**config.mk**
```make
export PLATFORM = sky130hd
export DESIGN_NAME = fifo_state_cal_flat
export DESIGN_NICKNAME = d
export VERILOG_FILES = /design/src/rtl/fifo_state_cal_if.sv /design/src/rtl/fifo_state_cal.sv /design/src/flat_wrapper.sv
export SDC_FILE = /design/constraint.sdc
export NUM_CORES = 1
export LEC_CHECK = 0
export ABC_CLOCK_PERIOD_IN_PS = 12000
export CAP_MARGIN = 20
export CORE_MARGIN = 5
export CORE_UTILIZATION = 44
export CTS_BUF_LIST = sky130_fd_sc_hd__clkbuf_8
export CTS_CLUSTER_DIAMETER = 30
export DETAILED_ROUTE_END_ITERATION = 12
export PLACE_DENSITY = 0.7
export SLEW_MARGIN = 20
export SYNTH_ARGS = -nofsm -noshare
export SYNTH_HDL_FRONTEND = slang
export SYNTH_SLANG_ARGS = --single-unit
```
**constraint.sdc**
```tcl
create_clock -name clk -period 12 [get_ports clk]
set_input_delay 1.2 -clock clk [delete_from_list [all_inputs] [get_ports clk]]
set_output_delay 1.2 -clock clk [all_outputs]
set_load 0.03 [all_outputs]
```
**src/rtl/fifo_state_cal_if.sv**
```systemverilog
// Interface between the FIFO next-state logic and its registered
// state/datapath stage: the next-state request plus write data going in,
// and the registered state, pointers, read data and status flags coming out.
interface fifo_state_cal_if #(
  parameter int DATA_WIDTH = 32
);
  logic [2:0]            next_state;
  logic [DATA_WIDTH-1:0] din;
  logic [2:0]            state;
  logic [3:0]            data_count;
  logic [2:0]            head;
  logic [2:0]            tail;
  logic [DATA_WIDTH-1:0] dout;
  logic                  full;
  logic                  empty;
  logic                  wr_ack;
  logic                  wr_err;
  logic                  rd_ack;
  logic                  rd_err;

  // Next-state logic / FIFO user side
  modport master (
    output next_state, din,
    input  state, data_count, head, tail, dout, full, empty,
    input  wr_ack, wr_err, rd_ack, rd_err
  );

  // Registered state and datapath stage
  modport slave (
    input  next_state, din,
    output state, data_count, head, tail, dout, full, empty,
    output wr_ack, wr_err, rd_ack, rd_err
  );
endinterface

```
**src/rtl/fifo_state_cal.sv**
```systemverilog
// Registered state-and-datapath stage of an 8-entry FIFO. Registers the
// requested next state, performs the write/read/error action it encodes,
// and keeps head, tail, data_count and the storage array consistent.
module fifo_state_cal #(
  parameter int DATA_WIDTH = 32,
  parameter int DEPTH      = 8
) (
  input  logic              clk,
  input  logic              reset,
  fifo_state_cal_if.slave   bus
);

  typedef enum logic [2:0] {
    ST_IDLE     = 3'b000,
    ST_WRITE    = 3'b001,
    ST_READ     = 3'b010,
    ST_WR_ERROR = 3'b011,
    ST_RD_ERROR = 3'b100
  } state_t;

  localparam logic [3:0] FULL_COUNT = 4'(DEPTH);

  state_t                state_reg, state_next;
  logic [2:0]            head_reg, head_next;
  logic [2:0]            tail_reg, tail_next;
  logic [3:0]            count_reg, count_next;
  logic                  wr_ack_reg, wr_ack_next;
  logic                  wr_err_reg, wr_err_next;
  logic                  rd_ack_reg, rd_ack_next;
  logic                  rd_err_reg, rd_err_next;
  logic                  do_write;
  logic                  do_read;
  logic [DATA_WIDTH-1:0] dout_reg;
  logic [DATA_WIDTH-1:0] mem [DEPTH];

  // Decode the requested state (unknown codes collapse to IDLE) and work out
  // the action it implies, guarding writes when full and reads when empty.
  always_comb begin
    state_next  = ST_IDLE;
    head_next   = head_reg;
    tail_next   = tail_reg;
    count_next  = count_reg;
    wr_ack_next = 1'b0;
    wr_err_next = 1'b0;
    rd_ack_next = 1'b0;
    rd_err_next = 1'b0;
    do_write    = 1'b0;
    do_read     = 1'b0;

    case (bus.next_state)
      3'b000:  state_next = ST_IDLE;
      3'b001:  state_next = ST_WRITE;
      3'b010:  state_next = ST_READ;
      3'b011:  state_next = ST_WR_ERROR;
      3'b100:  state_next = ST_RD_ERROR;
      default: state_next = ST_IDLE;
    endcase

    case (state_next)
      ST_WRITE: begin
        if (count_reg == FULL_COUNT) begin
          wr_err_next = 1'b1;
        end else begin
          do_write    = 1'b1;
          tail_next   = tail_reg + 3'd1;
          count_next  = count_reg + 4'd1;
          wr_ack_next = 1'b1;
        end
      end
      ST_READ: begin
        if (count_reg == 4'd0) begin
          rd_err_next = 1'b1;
        end else begin
          do_read     = 1'b1;
          head_next   = head_reg + 3'd1;
          count_next  = count_reg - 4'd1;
          rd_ack_next = 1'b1;
        end
      end
      ST_WR_ERROR: wr_err_next = 1'b1;
      ST_RD_ERROR: rd_err_next = 1'b1;
      default: ;
    endcase
  end

  // State, pointer, count and status-pulse registers.
  always_ff @(posedge clk) begin
    if (reset) begin
      state_reg  <= ST_IDLE;
      head_reg   <= 3'd0;
      tail_reg   <= 3'd0;
      count_reg  <= 4'd0;
      wr_ack_reg <= 1'b0;
      wr_err_reg <= 1'b0;
      rd_ack_reg <= 1'b0;
      rd_err_reg <= 1'b0;
    end else begin
      state_reg  <= state_next;
      head_reg   <= head_next;
      tail_reg   <= tail_next;
      count_reg  <= count_next;
      wr_ack_reg <= wr_ack_next;
      wr_err_reg <= wr_err_next;
      rd_ack_reg <= rd_ack_next;
      rd_err_reg <= rd_err_next;
    end
  end

  // Storage write port; contents are left alone by reset.
  always_ff @(posedge clk) begin
    if (!reset && do_write) begin
      mem[tail_reg] <= bus.din;
    end
  end

  // Registered read port; dout holds until the next successful read.
  always_ff @(posedge clk) begin
    if (reset) begin
      dout_reg <= '0;
    end else if (do_read) begin
      dout_reg <= mem[head_reg];
    end
  end

  assign bus.state      = state_reg;
  assign bus.head       = head_reg;
  assign bus.tail       = tail_reg;
  assign bus.data_count = count_reg;
  assign bus.dout       = dout_reg;
  assign bus.full       = (count_reg == FULL_COUNT);
  assign bus.empty      = (count_reg == 4'd0);
  assign bus.wr_ack     = wr_ack_reg;
  assign bus.wr_err     = wr_err_reg;
  assign bus.rd_ack     = rd_ack_reg;
  assign bus.rd_err     = rd_err_reg;

endmodule

```
**src/flat_wrapper.sv**
```systemverilog
// flat-port wrapper written by rule: the top's interface ports become plain ports
module fifo_state_cal_flat 
#(
  parameter int DATA_WIDTH = 32,
  parameter int DEPTH      = 8
)
  (clk, reset, bus_next_state, bus_din, bus_state, bus_data_count, bus_head, bus_tail, bus_dout, bus_full, bus_empty, bus_wr_ack, bus_wr_err, bus_rd_ack, bus_rd_err);
  fifo_state_cal_if #(.DATA_WIDTH(DATA_WIDTH)) bus_i ();
  input  logic clk;
  input  logic reset;
  input wire logic [$bits(bus_i.next_state)-1:0] bus_next_state;
  input wire logic [$bits(bus_i.din)-1:0] bus_din;
  output wire logic [$bits(bus_i.state)-1:0] bus_state;
  output wire logic [$bits(bus_i.data_count)-1:0] bus_data_count;
  output wire logic [$bits(bus_i.head)-1:0] bus_head;
  output wire logic [$bits(bus_i.tail)-1:0] bus_tail;
  output wire logic [$bits(bus_i.dout)-1:0] bus_dout;
  output wire logic [$bits(bus_i.full)-1:0] bus_full;
  output wire logic [$bits(bus_i.empty)-1:0] bus_empty;
  output wire logic [$bits(bus_i.wr_ack)-1:0] bus_wr_ack;
  output wire logic [$bits(bus_i.wr_err)-1:0] bus_wr_err;
  output wire logic [$bits(bus_i.rd_ack)-1:0] bus_rd_ack;
  output wire logic [$bits(bus_i.rd_err)-1:0] bus_rd_err;
  assign bus_i.next_state = bus_next_state;
  assign bus_i.din = bus_din;
  assign bus_state = bus_i.state;
  assign bus_data_count = bus_i.data_count;
  assign bus_head = bus_i.head;
  assign bus_tail = bus_i.tail;
  assign bus_dout = bus_i.dout;
  assign bus_full = bus_i.full;
  assign bus_empty = bus_i.empty;
  assign bus_wr_ack = bus_i.wr_ack;
  assign bus_wr_err = bus_i.wr_err;
  assign bus_rd_ack = bus_i.rd_ack;
  assign bus_rd_err = bus_i.rd_err;
  fifo_state_cal #(.DATA_WIDTH(DATA_WIDTH), .DEPTH(DEPTH)) u_core (.clk(clk), .reset(reset), .bus(bus_i));
endmodule
```
==> impl_metrics.ini, run 1 <==
[final_layout]
fin_util_pct = 53.6
fin_nets = 732
diodes = 0
fill_cells = 2012
drive_above_1_share_pct = 28.2
largest_reg_flops = 256
area_growth_pct = 21.0

[clocking]
cts_tree = yes
clockRootBuffer = clkbuf_8
clk_latency_ps = 570
cts.repair.resized = 0
cts.sinks = 305
cts_buffers = 54
clk_pin_slew_ps = 60
cts_buffer_depth = 3
ctsHoldBuffers = 0
htree_levels = 2
post_cts_buffers = 0

[synth]
synth.most_common_cell = edfxtp_1
ys_seq_area_share_pct = 75.8
yosysWarnings = 0
async_reset_ff_share_pct = 0
syn_avg_cell_area_um2 = 20.0
postSynthCellCount = 572
synth_nets = 612
yosys-top-cells-area = edfxtp_1 (67%), mux4_2 (13%), dfxtp_1 (8.6%)
synth_top_area_cell = edfxtp_1
syn_area_um2 = 11400
synth_ff_type = edfxtp_1
synthTopCellsByCount = edfxtp_1 (256), mux4_2 (64), nor2_1 (50)
synth.distinct_cells = 38
synth_top_area_share_pct = 67.2
ys_ff_latch = 305
synth_edf_count = 256

[sta]
slew_violations = 0
rsz0062_at_grt = false
tns_ps = 0
worstMarginPinSlew_ps = 1060
clock.fmax_mhz = 274
finalHoldViolCount = 0
timing.final.crit_period_ps = 3650
finClkSkew_ps = 23.9
finalCritPeriodShare_pct = 30.4
setup_viol = 0
slew_headroom_pct = 29.5

[routing]
vias = 5629
detail_route.wl_per_cell_um = 20.4
drtPass1Iterations = 7
drt-vias-per-instance = 5.26
ant_nets = 0
wl_um = 21800
drcViolationCount = 0
drt_first_iter_violations = 418

[worst_setup_path]
cp.arrival_ps = 2450
slowest_delay_ps = 690
startpoint_type = flop
path_class = flop to primary output
cp-startpoint = u_core.bus.data_count[1]
cp_data_required_time_ps = 10800
worst_setup_path_end_kind = primary output
cp_cell_sequence = or4_4 > inv_2 > clkdlybuf4s50_1
cp_max_fo = 8
r2r-start = u_core.bus.head[0]
cp_slowest_cell = clkdlybuf4s50_1

[placement]
io_buffers = 87
dp_hpwl_um = 13100
place_congestion = 0.762

[hold_path]
hold_start = u_core.bus.dout[13]
hold_class = flop to flop

[floorplanning]
initial_core_util_pct = 44.3
die_h_um = 171
die_x_um = 171
fp.dieArea_um2 = 29300
core_um2 = 25800
ios = 88
rows = 59

[global_route]
overflow = 0
grt_max_degree = 68
grt_usage_pct = 15.1
grt_pass1_vias = 6097
grt_pass1_wl_um = 34100
antenna_found_initial = 0

[run_status]
status = finished clean

[run]
cap_violations = 0

[power]
leakage_nw = 4.39
power_density_nw_per_um2 = 161
max-vdd-ir-drop_mv = 0.0900
-- placed cells by master (no fill, tap or decap), drive strengths merged, types with 3 or more instances in the layout --
cell type and n:
nor3 38, edfxtp 256, clkbuf 56, clkdlybuf4s50 86, nand2b 5, nor2 50, bufinv 6, nand3 5
buf 10, xor2 3, inv 17, o22ai 32, ha 3, clkinvlp 8, mux4 64, nand2 6
clkinv 16, a21oi 5, dfxtp 49
-- routing by layer --
metal / vias to the layer above / track usage, % / routed length [µm]
met2: 167 / 25.7 / 11200
li1: 2556 / - / -
met3: 33 / 3.08 / 1360
met1: 2873 / 19.4 / 8820
met4: 0 / 5.48 / 427
met5: - / 0 / 0
-- logic make-up after synthesis --
family                   share of synthesized area [%]
XOR/XNOR                                         0.383
flip-flops                                        75.8
AND/OR/NAND/NOR                                   6.60
buffers and inverters                             1.75
adder cells (fa/ha/maj)                          0.328
AO/OA/AOI/OAI                                     2.19
multiplexers                                      13.0
-- worst paths after layout --
path / end / slack, ps / depth (start not counted)
setup / recovery: bus_empty / 8350 / 3
hold / removal: u_core.bus.dout[13] / 490 / 2
setup reg to reg: u_core.bus.dout[2] / 9410 / 4
hold reg to reg: u_core.bus.dout[13] / 490 / 2
-- per-stage QoR --
step	cells	power, mW	hold slack [ps]	setup slack, ps	area [µm²]
6_report	1070	2.22	492	8350	13800
5_1_grt	1070	2.31	510	8220	13800
4_1_cts	1069	2.25	498	8290	13800
3_5_place_dp	970	1.26	487	7730	12700
3_3_place_gp	970	1.25	481	7910	12700
2_1_floorplan	572	1.22	608	7170	11400
-- power by group --
part           internal, mW  switching, mW  total, mW
sequential             1.15        0.00478       1.16
clock                 0.572          0.419      0.992
combinational        0.0316         0.0432     0.0748
total                  1.76          0.467       2.22
-- layout make-up --
class | instances | area, µm² | area share [%]
Sequential cell | 305 | 8670 | 62.7
Multi-Input combinational cell | 231 | 2630 | 19.0
Timing Repair Buffer | 96 | 953 | 6.89
Clock buffer | 56 | 771 | 5.57
Tap cell | 335 | 419 | 3.03
Clock inverter | 43 | 380 | 2.75
Inverter | 4 | 15.0 | 0.109
-- worst max-delay path: cells and delay by family (launching register included) --
kind	cells	cell delay, ps
flip-flops	1	410
buffers and inverters	2	820
AND/OR/NAND/NOR	1	660
Note: power is estimated with default switching activity, not from simulation.
==> run 2: changes to the inputs <==
Settings changed: ABC_CLOCK_PERIOD_IN_PS 12000 to 3200, PLACE_DENSITY 0.7 to 0.72.
Clock period 12 ns to 3.2 ns, I/O delays scaled along.
==> impl_metrics.ini, run 2 (same netlist as run 1, synthesis figures left out) <==
[worst_setup_path]
cp_slowest_cell = clkdlybuf4s50_1
r2r-start = u_core.bus.data_count[0]
critPathBufInv = 2
cp.arrival_ps = 2430
worst_setup_path_end_kind = primary output
cp_cell_sequence = or4_4 > inv_2 > clkdlybuf4s50_1
cp-startpoint = u_core.bus.data_count[1]
cp_max_fo = 8
cp_data_required_time_ps = 2880
startpoint_type = flop
critPathTopFamily = buffers and inverters
slowest_delay_ps = 680
path_class = flop to primary output

[floorplanning]
die_h_um = 171
initial_core_util_pct = 44.3
core_um2 = 25800
die_x_um = 171
rows = 59
ios = 88
fp.dieArea_um2 = 29300

[final_layout]
final_cell_mix = edfxtp_1 (256), clkdlybuf4s50_1 (86), mux4_2 (64)
fill_cells = 1985
diodes = 0
drive_above_1_share_pct = 29.3
layout_commonest_cell = edfxtp_1
largest_reg_flops = 256
area_growth_pct = 23.0
layoutNonFillerInstCount = 1085
fin_nets = 749

[clocking]
clk_latency_ps = 570
cts.sinks = 305
clockRootBuffer = clkbuf_8
cts_buffer_depth = 3
cts_buffers = 56
htree_levels = 2
cts.repair.resized = 0
post_cts_buffers = 0
ctsHoldBuffers = 0
cts_tree = yes
clk_pin_slew_ps = 60

[global_route]
grt_usage_pct = 15.8
antenna_found_initial = 0
overflow = 0
grt_pass1_vias = 6281
grt_pass1_wl_um = 35400
grt_max_degree = 49

[hold_path]
hold_class = input port to flop
hold_start = reset

[sta]
timing.final.crit_period_ps = 2750
finClkSkew_ps = 13.8
clock.fmax_mhz = 364
worstMarginPinSlew_ps = 745
slew_headroom_pct = 50.3
rsz0062_at_grt = false
finalHoldViolCount = 0
slew_violations = 0
setup_ws_ps = 450
finalCritPeriodShare_pct = 85.9
tns_ps = 0
setup_viol = 0

[routing]
drt_first_iter_violations = 512
wl_um = 22800
detail_route.wl_per_cell_um = 21.0
drtPass1Iterations = 5
ant_nets = 0
vias = 5752
drt-vias-per-instance = 5.30
drcViolationCount = 0

[placement]
io_buffers = 87
dp_slack_ps = 274
dp_cells = 986
dp_hpwl_um = 13600
place_congestion = 0.720

[run]
cap_violations = 0

[power]
max-vdd-ir-drop_mv = 0.277
power_density_nw_per_um2 = 607
leakage_nw = 4.51

[run_status]
status = finished clean
-- run 2: changes by cell type in the layout (fill, tap and decap cells not counted), moves of 2 or more --
cell and change:
buf_12 +5, buf_4 +11, clkbuf_8 +6, clkinv_2 -4, clkinvlp_4 -4, inv_1 +2, inv_6 -3, nor3_2 -2
nor3_4 +2
-- run 2: metal layers --
| layer | up-vias | global-route usage [%] | wire, µm | part of all wire [%] |
|---|---|---|---|---|
| met3 | 37 | 3.33 | 1380 | 6.1 |
| met5 | - | 0 | 0 | 0 |
| met4 | 0 | 5.27 | 392 | 1.7 |
| met1 | 2945 | 20.3 | 9140 | 40 |
| li1 | 2604 | - | - | - |
| met2 | 166 | 27.1 | 11800 | 52 |
-- run 2: tightest hold or removal path: stages --
cell and delay [ps]:
buf_2 100, or3b_2 150, nor2_1 50
-- run 2: where the power goes --
part	leakage [nW]	switching (mW)	internal, mW	total (mW)
clock network	0.652	1.56	2.35	3.91
registers	2.70	0.0186	4.33	4.35
logic	1.16	0.165	0.121	0.286
total	4.51	1.74	6.80	8.54
-- run 2: worst paths after layout --
check / end / slack (ps) / cells after the start
max: bus_empty / 450 / 3
min: u_core.bus.wr_err / 100 / 3
min reg2reg: u_core.bus.dout[17] / 490 / 2
max reg2reg: u_core.mem[0][25] / 1040 / 5
-- run 2: stage by stage --
stage | utilization, % | area [µm²] | power (mW) | hold slack, ps
after floorplan | - | 11400 | 4.57 | 397
after CTS | 54.5 | 14100 | 8.64 | 86.5
after global routing | 54.5 | 14100 | 8.84 | 103
after global placement | 49.8 | 12900 | 4.70 | 479
after detailed placement | 49.8 | 12900 | 4.72 | 489
final | 54.5 | 14100 | 8.54 | 102
-- run 2: area by class of cell --
class | instances | area (µm²) | share of cell area, %
Multi-Input combinational cell | 231 | 2640 | 18.7
Timing Repair Buffer | 111 | 1110 | 7.88
Clock buffer | 62 | 853 | 6.06
Sequential cell | 305 | 8680 | 61.7
Inverter | 4 | 15.0 | 0.107
Clock inverter | 37 | 362 | 2.57
Tap cell | 335 | 419 | 2.98
